[config.mk]
export PLATFORM = sky130hd
export DESIGN_NAME = render_overlay
export DESIGN_NICKNAME = d
export VERILOG_FILES = /design/src/rtl/render_pkg.sv /design/src/rtl/bbox_accum.sv /design/src/rtl/render_overlay.sv
export SDC_FILE = /design/constraint.sdc
export NUM_CORES = 1
export LEC_CHECK = 0
export ABC_AREA = 1
export CORE_ASPECT_RATIO = 0.8
export CORE_MARGIN = 8
export CORE_UTILIZATION = 50
export DETAILED_ROUTE_END_ITERATION = 6
export PLACE_DENSITY = 0.77
export SYNTH_ARGS = -nofsm -noshare
export SYNTH_HDL_FRONTEND = slang
export SYNTH_SLANG_ARGS = --single-unit
[constraint.sdc]
create_clock -name PClk -period 1.78 [get_ports PClk]
set_input_delay 0.356 -clock PClk [delete_from_list [all_inputs] [get_ports PClk]]
set_output_delay 0.356 -clock PClk [all_outputs]
set_load 0.02 [all_outputs]
[src/rtl/render_pkg.sv]
// Shared constants and types for the overlay renderer and its bounding-box accumulator.
package render_pkg;

    localparam int CW = 12;

    localparam logic [23:0] MASK_COLOR  = 24'h00FF00;
    localparam logic [23:0] BOX_COLOR   = 24'hFF00FF;
    localparam logic [23:0] CROSS_COLOR = 24'hFF0000;
    localparam logic [23:0] BBOX_COLOR  = 24'hFFFF00;

    typedef struct packed {
        logic [CW-1:0]   hmin;
        logic [CW-1:0]   hmax;
        logic [CW-1:0]   vmin;
        logic [CW-1:0]   vmax;
        logic [2*CW-1:0] cnt;
    } bbox_t;

    // Listed highest priority first.
    typedef enum logic [1:0] {
        OV_BOX,
        OV_CROSS,
        OV_BBOX,
        OV_BASE
    } overlay_e;

endpackage

[src/rtl/bbox_accum.sv]
// Per-frame mask bounding box / pixel count accumulator with frame-boundary latch.
module bbox_accum
    import render_pkg::*;
#(
    parameter int H_ACT   = 640,
    parameter int V_ACT   = 480,
    parameter int MIN_PIX = 16
) (
    input  logic                        clk,
    input  logic                        rst_n,
    input  logic                        sof,
    input  logic                        de,
    input  logic                        bin,
    input  logic [render_pkg::CW-1:0]   hcnt,
    input  logic [render_pkg::CW-1:0]   vcnt,
    output bbox_t                       bbox,
    output logic                        valid
);

    localparam bbox_t EMPTY = '{
        hmin: render_pkg::CW'(H_ACT - 1),
        hmax: '0,
        vmin: render_pkg::CW'(V_ACT - 1),
        vmax: '0,
        cnt:  '0
    };
    localparam bbox_t SEED = '{hmin: '0, hmax: '0, vmin: '0, vmax: '0, cnt: (2*render_pkg::CW)'(1)};

    bbox_t acc;

    always_ff @(posedge clk or negedge rst_n) begin
        if (!rst_n) begin
            acc   <= EMPTY;
            bbox  <= '0;
            valid <= 1'b0;
        end else if (sof) begin
            // Latch the finished frame and restart, counting the (0,0) pixel itself.
            bbox  <= acc;
            valid <= (acc.cnt >= (2*render_pkg::CW)'(MIN_PIX));
            acc   <= bin ? SEED : EMPTY;
        end else if (de && bin) begin
            acc.hmin <= (hcnt < acc.hmin) ? hcnt : acc.hmin;
            acc.hmax <= (hcnt > acc.hmax) ? hcnt : acc.hmax;
            acc.vmin <= (vcnt < acc.vmin) ? vcnt : acc.vmin;
            acc.vmax <= (vcnt > acc.vmax) ? vcnt : acc.vmax;
            acc.cnt  <= (&acc.cnt) ? acc.cnt : acc.cnt + 1'b1;
        end
    end

endmodule

[src/rtl/render_overlay.sv]
// Two-stage pixel renderer: mask recolour, capture box, crosshair and previous-frame bbox outline.
// Optional crosshair blinking is enabled by defining RENDER_OVERLAY_BLINK_EN.
module render_overlay
    import render_pkg::*;
#(
    parameter int          CW          = render_pkg::CW,
    parameter int          H_ACT       = 640,
    parameter int          V_ACT       = 480,
    parameter int          BOX_HALF    = 24,
    parameter int          MIN_PIX     = 16,
    parameter logic [23:0] MASK_COLOR  = render_pkg::MASK_COLOR,
    parameter logic [23:0] BOX_COLOR   = render_pkg::BOX_COLOR,
    parameter logic [23:0] CROSS_COLOR = render_pkg::CROSS_COLOR,
    parameter logic [23:0] BBOX_COLOR  = render_pkg::BBOX_COLOR
) (
    input  logic            PClk,
    input  logic            Rst_n,
    input  logic            De_in,
    input  logic [23:0]     RGB24,
    input  logic            Binary_in,
    input  logic [CW-1:0]   VtcHCnt,
    input  logic [CW-1:0]   VtcVCnt,
    input  logic [CW-1:0]   center_h,
    input  logic [CW-1:0]   center_v,
    output logic [23:0]     RGB_render,
    output logic            De_out,
    output logic [CW-1:0]   bbox_hmin,
    output logic [CW-1:0]   bbox_hmax,
    output logic [CW-1:0]   bbox_vmin,
    output logic [CW-1:0]   bbox_vmax,
    output logic [2*CW-1:0] bbox_cnt,
    output logic            bbox_valid
);

    localparam logic [CW-1:0] BX_L = CW'(H_ACT/2 - BOX_HALF);
    localparam logic [CW-1:0] BX_R = CW'(H_ACT/2 + BOX_HALF);
    localparam logic [CW-1:0] BY_T = CW'(V_ACT/2 - BOX_HALF);
    localparam logic [CW-1:0] BY_B = CW'(V_ACT/2 + BOX_HALF);

    logic          sof;
    bbox_t         bb;
    logic          cross_en;
    logic [2:1]    vld_pipe;
    logic [23:0]   s1_rgb;
    logic [CW-1:0] s1_h, s1_v, s1_ch, s1_cv;

    assign sof = De_in && (VtcHCnt == '0) && (VtcVCnt == '0);

    bbox_accum #(
        .H_ACT   (H_ACT),
        .V_ACT   (V_ACT),
        .MIN_PIX (MIN_PIX)
    ) u_bbox (
        .clk   (PClk),
        .rst_n (Rst_n),
        .sof   (sof),
        .de    (De_in),
        .bin   (Binary_in),
        .hcnt  (VtcHCnt),
        .vcnt  (VtcVCnt),
        .bbox  (bb),
        .valid (bbox_valid)
    );

    assign bbox_hmin = bb.hmin;
    assign bbox_hmax = bb.hmax;
    assign bbox_vmin = bb.vmin;
    assign bbox_vmax = bb.vmax;
    assign bbox_cnt  = bb.cnt;

`ifdef RENDER_OVERLAY_BLINK_EN
    logic [5:0] frame_cnt;

    always_ff @(posedge PClk or negedge Rst_n) begin
        if (!Rst_n)
            frame_cnt <= '0;
        else if (sof)
            frame_cnt <= frame_cnt + 1'b1;
    end

    assign cross_en = ~frame_cnt[5];
`else
    assign cross_en = 1'b1;
`endif

    // Stage 1: base colour and registered coordinates.
    always_ff @(posedge PClk or negedge Rst_n) begin
        if (!Rst_n) begin
            vld_pipe <= '0;
            s1_rgb   <= '0;
            s1_h     <= '0;
            s1_v     <= '0;
            s1_ch    <= '0;
            s1_cv    <= '0;
        end else begin
            vld_pipe <= {vld_pipe[1], De_in};
            s1_rgb   <= (Binary_in && De_in) ? MASK_COLOR : RGB24;
            s1_h     <= VtcHCnt;
            s1_v     <= VtcVCnt;
            s1_ch    <= center_h;
            s1_cv    <= center_v;
        end
    end

    logic     on_box, on_cross, on_bbox;
    overlay_e ov;
    logic [23:0] color;

    assign on_box = ((s1_h == BX_L || s1_h == BX_R) && s1_v >= BY_T && s1_v <= BY_B) ||
                    ((s1_v == BY_T || s1_v == BY_B) && s1_h >= BX_L && s1_h <= BX_R);

    assign on_cross = cross_en && (s1_h == s1_ch || s1_v == s1_cv);

    // Only the latched box is drawn; an invalid latch holds sentinels that must stay hidden.
    assign on_bbox = bbox_valid &&
                     (((s1_h == bb.hmin || s1_h == bb.hmax) && s1_v >= bb.vmin && s1_v <= bb.vmax) ||
                      ((s1_v == bb.vmin || s1_v == bb.vmax) && s1_h >= bb.hmin && s1_h <= bb.hmax));

    always_comb begin
        ov = OV_BASE;
        if (on_bbox)  ov = OV_BBOX;
        if (on_cross) ov = OV_CROSS;
        if (on_box)   ov = OV_BOX;
        case (ov)
            OV_BOX:   color = BOX_COLOR;
            OV_CROSS: color = CROSS_COLOR;
            OV_BBOX:  color = BBOX_COLOR;
            default:  color = s1_rgb;
        endcase
    end

    // Stage 2: blank outside active video.
    always_ff @(posedge PClk or negedge Rst_n) begin
        if (!Rst_n)
            RGB_render <= '0;
        else
            RGB_render <= vld_pipe[1] ? color : 24'h0;
    end

    assign De_out = vld_pipe[2];

endmodule

=== Word level (Yosys, flattened, before mapping) ===
Cells that the tools add are included.

* Add/subtract/negate cells: 1
* $mul: 0
* Div/mod/pow operators: 0
* Magnitude comparators: 13
* Eq/ne operators: 13
* Shift-type cells: 0
* Mux-type cells: 14
* Bitwise operators: 0
* Reduce and logical (&&, ||, !) cells: 33

{| class="wikitable"
|+ Operators by type and width
! kind !! count
|-
| $mux W72 || 2
|-
| $eq A12 B12 Y1 || 6
|-
| $mux W24 || 3
|-
| $pmux W24 S3 || 1
|-
| $mux W70 || 1
|-
| $mux W12 || 4
|-
| $eq A12 B9 Y1 const B || 3
|-
| $add A24 B1 Y24 const B || 1
|-
| $ge A12 B12 Y1 || 2
|-
| $ge A24 B5 Y1 const B || 1
|-
| $gt A12 B12 Y1 || 2
|-
| $le A12 B12 Y1 || 2
|-
| $le A12 B9 Y1 const B || 2
|-
| $logic_not A12 Y1 || 2
|-
| $lt A12 B12 Y1 || 2
|-
| $reduce_and A24 Y1 || 1
|-
| $eq A12 B8 Y1 const B || 1
|-
| $ge A12 B8 Y1 const B || 1
|-
| $ge A12 B9 Y1 const B || 1
|-
| $logic_and A1 B1 Y1 || 12
|-
| $reduce_and A2 Y1 || 5
|-
| $reduce_bool A2 Y1 || 5
|-
| $logic_or A1 B1 Y1 || 7
|-
| $mux W2 || 2
|-
| other kinds (5) || 5
|}

* Flip-flop bits (word level): 243
* Bits in latches: 0
* Memory bits (writable): 0
* Memory bits (read-only): 0
* Output and inout port bits: 98
* Word-level logic and storage cells: 92
* Memories kept: 0

=== Depth between registers and ports, before layout ===
* Depth after elaboration: 12
* Depth in mapped cells: 17

=== By module ===
Synthesis repeated with hierarchy kept, for this count alone.

* Cell total of the unflattened synthesis: 1,536
* Area, all modules: 12,831.1 um^2

{| class="wikitable"
|+ By module, submodules not included
! module !! times used !! cells an instance !! area an instance (um^2) !! sequential area each (um^2)
|-
| bbox_accum || 1 || 997 || 7,925.1 || 3,648.5
|-
| render_overlay || 1 || 539 || 4,906.0 || 2,452.4
|}

=== Least setup slack after synthesis ===
No wires, ideal clock.

* Path type: register to register
* Start: register u_bbox.bbox[59] (netlist name)
* End: register RGB_render[21]
* Data arrival time: 1.856 ns
* Required time: 1.663 ns
* Setup slack: -0.193 ns
* Stages on the path, launching flop included: 16
* Period minus slack after synthesis: 1.973 ns
* Cell sequence: dfrtp_1 inv_1 ha_1 nand2_1 nor2_1 and2_1 nand2_1 nand3_1 nand2_1 nand3_1 nand2_2 nand2_2 nand2_4 buf_6 o21ai_1 inv_1

* Longest elaborated chain between the ends: 12
* Elaborated cells between the ends (all ways): 16
* Those cells by class: order compare (1); eq/ne (3); mux (5); reduce/logical (7)

{| class="wikitable"
|+ RTL lines
! what !! line !! source
|-
| start: declaration || bbox_accum.sv:16 || <nowiki>output bbox_t bbox,</nowiki>
|-
| start signal: assignment || bbox_accum.sv:34 || <nowiki>bbox <= '0;</nowiki>
|-
| start signal: assignment || bbox_accum.sv:38 || <nowiki>bbox <= acc;</nowiki>
|-
| parallel branches: the longest is 4 deep, another holds $le A12 B12 Y1 || n/a ||
|-
| $logic_or A1 B1 Y1 (*) || render_overlay.sv:116 || <nowiki>(((s1_h == bb.hmin || s1_h == bb.hmax) && s1_v >= bb.vmin && s1_v <= bb.vmax) ||</nowiki>
|-
| $logic_and A1 B1 Y1 (*) || render_overlay.sv:115 || <nowiki>assign on_bbox = bbox_valid &&</nowiki>
|-
| $mux W1 (*) || render_overlay.sv:121 || <nowiki>if (on_bbox) ov = OV_BBOX;</nowiki>
|-
| $mux W2 (*) || render_overlay.sv:122 || <nowiki>if (on_cross) ov = OV_CROSS;</nowiki>
|-
| $mux W2 (*) || render_overlay.sv:123 || <nowiki>if (on_box) ov = OV_BOX;</nowiki>
|-
| $eq A2 B2 Y1 (tied with other cells) || render_overlay.sv:124 || <nowiki>case (ov)</nowiki>
|-
| $pmux W24 S3 (*) || render_overlay.sv:124 ||
|-
| $mux W24 (*) || render_overlay.sv:137 || <nowiki>RGB_render <= vld_pipe[1] ? color : 24'h0;</nowiki>
|-
| end signal: assignment || render_overlay.sv:137 ||
|-
| end: declaration || render_overlay.sv:25 || <nowiki>output logic [23:0] RGB_render,</nowiki>
|}

Every way passes the cells marked *.
A chain may end at the register's enable or synchronous reset.

=== Worst setup path after layout ===
* Start: register u_bbox.bbox[28] (netlist name)
* End: register RGB_render[3]

* Longest elaborated chain between the ends: 12
* Elaborated cells between the ends (all ways): 16
* Those cells by class: order compare (1); eq/ne (3); mux (5); reduce/logical (7)

{| class="wikitable"
|+ RTL lines
! what !! line
|-
| parallel branches: the longest is 4 deep, another holds $le A12 B12 Y1 || n/a
|-
| $logic_or A1 B1 Y1 (*) || render_overlay.sv:116
|-
| $logic_and A1 B1 Y1 (*) || render_overlay.sv:115
|-
| $mux W1 (*) || render_overlay.sv:121
|-
| $mux W2 (*) || render_overlay.sv:122
|-
| $mux W2 (*) || render_overlay.sv:123
|-
| $eq A2 B2 Y1 (tied with other cells) || render_overlay.sv:124
|-
| $pmux W24 S3 (*) || render_overlay.sv:124
|-
| $mux W24 (*) || render_overlay.sv:137
|}

Marks and branches as above.

==> results.md <==
| Item | This run | Unit |
|---|---|---|
| Result of the run | finished with violations | - |
| Failing checks | negative setup slack | - |
| Initial core utilization | 50.6 | % |
| R2R Path End | RGB_render[3] | - |
| Top-area cell type share of the netlist area | 46.3 | % |
| Utilization after layout | 75.9 | % |
| Kind of start point of the critical path | flip-flop | - |
| Std cell rows | 51 | - |
| TritonCTS Buffers | 25 | - |
| Post-synthesis instance area | 12300 | um^2 |
| CTS tree | yes | - |
| DIE AREA | 29800 | um^2 |
| Shortest clock period the worst path allows after layout | 2.24 | ns |
| Number of antenna violations at the first check in global routing | 1 | - |
| Largest family of logic cells by synthesized area | simple AND/OR/NAND/NOR gates | - |
| Simple-gate area share of the yosys netlist | 19.0 | % |
| Total of fill cells in the finished design | 1602 | - |
| Critical path capture point | RGB_render[3] | - |
| Count of pins on the block boundary | 174 | - |
| CP Max Fanout | 5 | - |
| Vias per std cell | 5.48 | - |
| Number of synthesized register bits | 243 | - |
| Clock-pin slew on the worst setup and hold paths | 0.06 | ns |
| Chip width | 191 | um |
| Source of the worst register-to-register timing path | u_bbox.bbox[28] | - |
| Hold path start | VtcHCnt[3] | - |
| Leading post-synthesis cells by cell area | sky130_fd_sc_hd__dfrtp_1 46%, sky130_fd_sc_hd__ha_1 9.8%, sky130_fd_sc_hd__nand2_1 8.3% | - |
| Slew at the pin closest to its max-slew limit | 0.529 | ns |
| Data required time at the worst endpoint | 2.24 | ns |
| Peak VDD IR | 1080 | uV |
| Sequential element share of the synthesized area | 49.7 | % |
| Detailed-route wire length per cell | 19.7 | um |
| Clk root buf | sky130_fd_sc_hd__clkbuf_16 | - |
| Number of levels in the clock H-tree | 1 | - |
| Arrival @ worst endpoint | 2.70 | ns |
| Number of nets produced by synthesis | 1566 | - |
| Clock Skews | 0.00870 | ns |
| Total congestion overflow | 0 | - |
| Signed area change from the synthesized netlist to the final layout | 50.1 | % |
| Port bufs | 173 | - |
| Kind of capture point of the worst setup path | flip-flop | - |
| FF/Latch Area | 6130 | um^2 |
| Cells on worst reg2reg path | 13 | - |
| Most common flop cell mapped by yosys | sky130_fd_sc_hd__dfrtp_1 | - |
| Number of flops mapped to enable cells by yosys | 0 | - |
| Mean instance size in the synthesized netlist | 8.80 | um^2 |
| Max-slew headroom at the worst pin | 64.7 | % |
| Final number of hold-violating endpoints | 0 | - |
| Share of synthesized registers carrying an async set or reset | 100 | % |
| Mux cell area share after synthesis | 0 | % |
| Area after detailed placement | 16100 | um^2 |
| Share of cells above drive strength 1 | 32.8 | % |
| Count of different cell masters after synthesis | 39 | - |
| Post-Synth XOR/XNOR Area | 2.85 | % |
| Power per unit of standard cell area | 1060 | nW/um^2 |
| Cells after synthesis | 1394 | - |
| Tightest hold margin | 0.0798 | ns |
| Via count of the first global-routing pass | 11892 | - |
| First-pass GRT wire length | 62900 | um |
| Final Wtd Congestion | 0.916 | - |
| Drt pass-1 iters | 5 | - |
| Category of the most critical setup path | flip-flop to flip-flop | - |
| Fraction of the mapped netlist area in adder cells | 9.79 | % |
| Post-layout worst setup margin | -0.458 | ns |
| RSZ-0062 raised after global routing | yes | - |
| Largest net degree at the start of global routing | 50 | - |
| Vias | 11866 | - |
| Final worst-path cycle share | 126 | % |
| Core footprint | 24200 | um^2 |
| Number of violations of the max-capacitance limit | 0 | - |
| Routed wire length | 42600 | um |
| Critical Path Source | u_bbox.bbox[28] | - |
| Detailed Route Iter0 Violations | 973 | - |
| Max frequency | 0.447 | GHz |
| Final #Nets | 2001 | - |
| Die Ht | 156 | um |
| Gr usage total | 26.4 | % |
| Warning count from the yosys run | 0 | - |
| Half-perimeter wire length of the detailed placement result | 27100 | um |
| Clk sinks | 243 | - |
| Area of combinational cells with multiple inputs | 6440 | um^2 |
| Finished layout cell area | 18400 | um^2 |
| Leakage power total | 9.20 | nW |
| Post-route antenna net violation count | 0 | - |
| Slack of the worst reg-to-reg path | -0.46 | ns |
| Path class of the lowest-slack min-delay path | input pin to flip-flop | - |
| DRC | 0 | - |
| Compound-gate portion of the synthesized area | 10.0 | % |
| Final setup violation count | 65 | - |
| Final Slew Violations | 0 | - |
| Latest clock arrival within the worst-skew pair | 0.53 | ns |
| Biggest area consumer among synthesized cells | sky130_fd_sc_hd__dfrtp_1 | - |
| Buffers from clock root to sink, at most | 3 | - |
## metrics by stage
| stage | setup TNS, ns | setup slack [ns] | cells | power [mW] |
|---|---|---|---|---|
| after global placement | -115.48 | -0.782 | 2075 | 11.5 |
| after floorplan | -1.48 | -0.139 | 1394 | 9.45 |
| after global routing | -22.10 | -0.531 | 2164 | 20.3 |
| final | -17.74 | -0.458 | 2165 | 19.6 |
| after detailed placement | -118.06 | -0.852 | 2075 | 11.7 |
| after CTS | -9.40 | -0.341 | 2149 | 18.2 |
## layout make-up
cell class                 instances  share of cell area [%]
timing repair buffer             437                    20.8
antenna                            1                  0.0136
clock inverter                     4                   0.245
inverter                         223                    4.57
clock buffer                      40                    3.97
multi-input combinational        899                    35.0
sequential                       243                    33.3
tap                              318                    2.16
## layout by cell type (no fill, tap or decap), drive strengths merged
| cell | n |
|---|---|
| a31oi | 2 |
| dlygate4sd2 | 106 |
| o21bai | 2 |
| dfrtp | 227 |
| dlymetal6s2s | 8 |
| xnor2 | 14 |
| ha | 96 |
| xor2 | 26 |
| dfstp | 16 |
| o21a | 2 |
| or2 | 9 |
| clkdlybuf4s50 | 49 |
| nand3 | 58 |
| bufinv | 1 |
| buf | 263 |
| a21oi | 56 |
| o21ai | 149 |
| o31ai | 4 |
| nor2 | 113 |
| nor3b | 1 |
| clkinv | 3 |
| diode | 1 |
| nand2 | 289 |
| o211ai | 3 |
| clkbuf | 50 |
| inv | 223 |
| and2 | 1 |
| a21o | 4 |
| nor4 | 16 |
| nor3 | 28 |
| nand4 | 26 |
| dlygate4sd3 | 1 |
## cell usage after synthesis (all sizes together), types with 3 or more instances
library cell  count
inv             223
nor3             28
dfstp            16
xnor2            14
a21o              4
a21oi            56
nand3            58
o31ai             4
clkbuf           13
buf              24
o21ai           149
nand4            26
nand2           281
o211ai            3
or2               9
xor2             26
nor4             16
dfrtp           227
nor2            113
ha               96
## how the worst min path moves through the flow
stage                                  to  slack [ns]  cells past startpoint
after global placement    u_bbox.bbox[30]        0.29                      1
final                             s1_h[3]        0.08                      1
after detailed placement  u_bbox.bbox[28]        0.29                      1
after CTS                         s1_v[4]        0.21                      1
after global routing              s1_v[4]        0.06                      1
after floorplan             RGB_render[0]        0.06                      0
## flip-flops by register name, summed over array words and instances, names as in the netlist
name          cells
vld_pipe          2
RGB_render       24
s1_cv            12
u_bbox.bbox      72
s1_ch            12
s1_rgb           24
s1_h             12
u_bbox.acc       72
s1_v             12
u_bbox.valid      1
## worst max-delay path, cell delays in order (launching register included)
cell and delay [ns]:
sky130_fd_sc_hd__dfrtp_1 0.38, sky130_fd_sc_hd__inv_1 0.07, sky130_fd_sc_hd__ha_1 0.30, sky130_fd_sc_hd__nand4_1 0.24
sky130_fd_sc_hd__nor2_4 0.21, sky130_fd_sc_hd__nand4_1 0.13, sky130_fd_sc_hd__nand2_2 0.12, sky130_fd_sc_hd__nand3_2 0.09
sky130_fd_sc_hd__nand2_4 0.14, sky130_fd_sc_hd__nand2_8 0.08, sky130_fd_sc_hd__nand2_8 0.10, sky130_fd_sc_hd__buf_6 0.15
sky130_fd_sc_hd__nor2_2 0.05, sky130_fd_sc_hd__nor2_2 0.09
## repair_timing
item | 4_1_cts | 5_1_grt
endpoints found under the setup margin | 265 | 169
endpoints found under the hold margin | 30 | 0
gates cloned | 13 | 1
setup buffers | 18 | 19
pin swaps | 74 | 51
resized for setup | 319 | 148
hold buffers | 1 | 0
## kinds of logic after synthesis
logic type      count (synthesis)
fa+ha+maj                      96
buf+inv                       260
flops                         243
compound gates                222
simple gates                  533
xor+xnor                       40
## report_power, final
| part | leakage (nW) | switching (mW) | internal (mW) | total, mW |
|---|---|---|---|---|
| Sequential | 3.02 | 0.540 | 6.46 | 7.00 |
| Clock | 0.382 | 2.19 | 2.94 | 5.13 |
| Combinational | 5.80 | 4.12 | 3.31 | 7.43 |
## routing by layer
| metal | share of wire [%] | vias to the layer above | routed length (um) | track usage [%] |
|---|---|---|---|---|
| li1 | - | 5389 | - | - |
| met1 | 40 | 5740 | 17000 | 34.4 |
| met2 | 48 | 562 | 20400 | 43.5 |
| met3 | 7.4 | 173 | 3150 | 4.31 |
| met4 | 4.7 | 2 | 2020 | 10.6 |
| met5 | 0.031 | - | 13 | 0 |
Power figures use the tool's default switching activity.
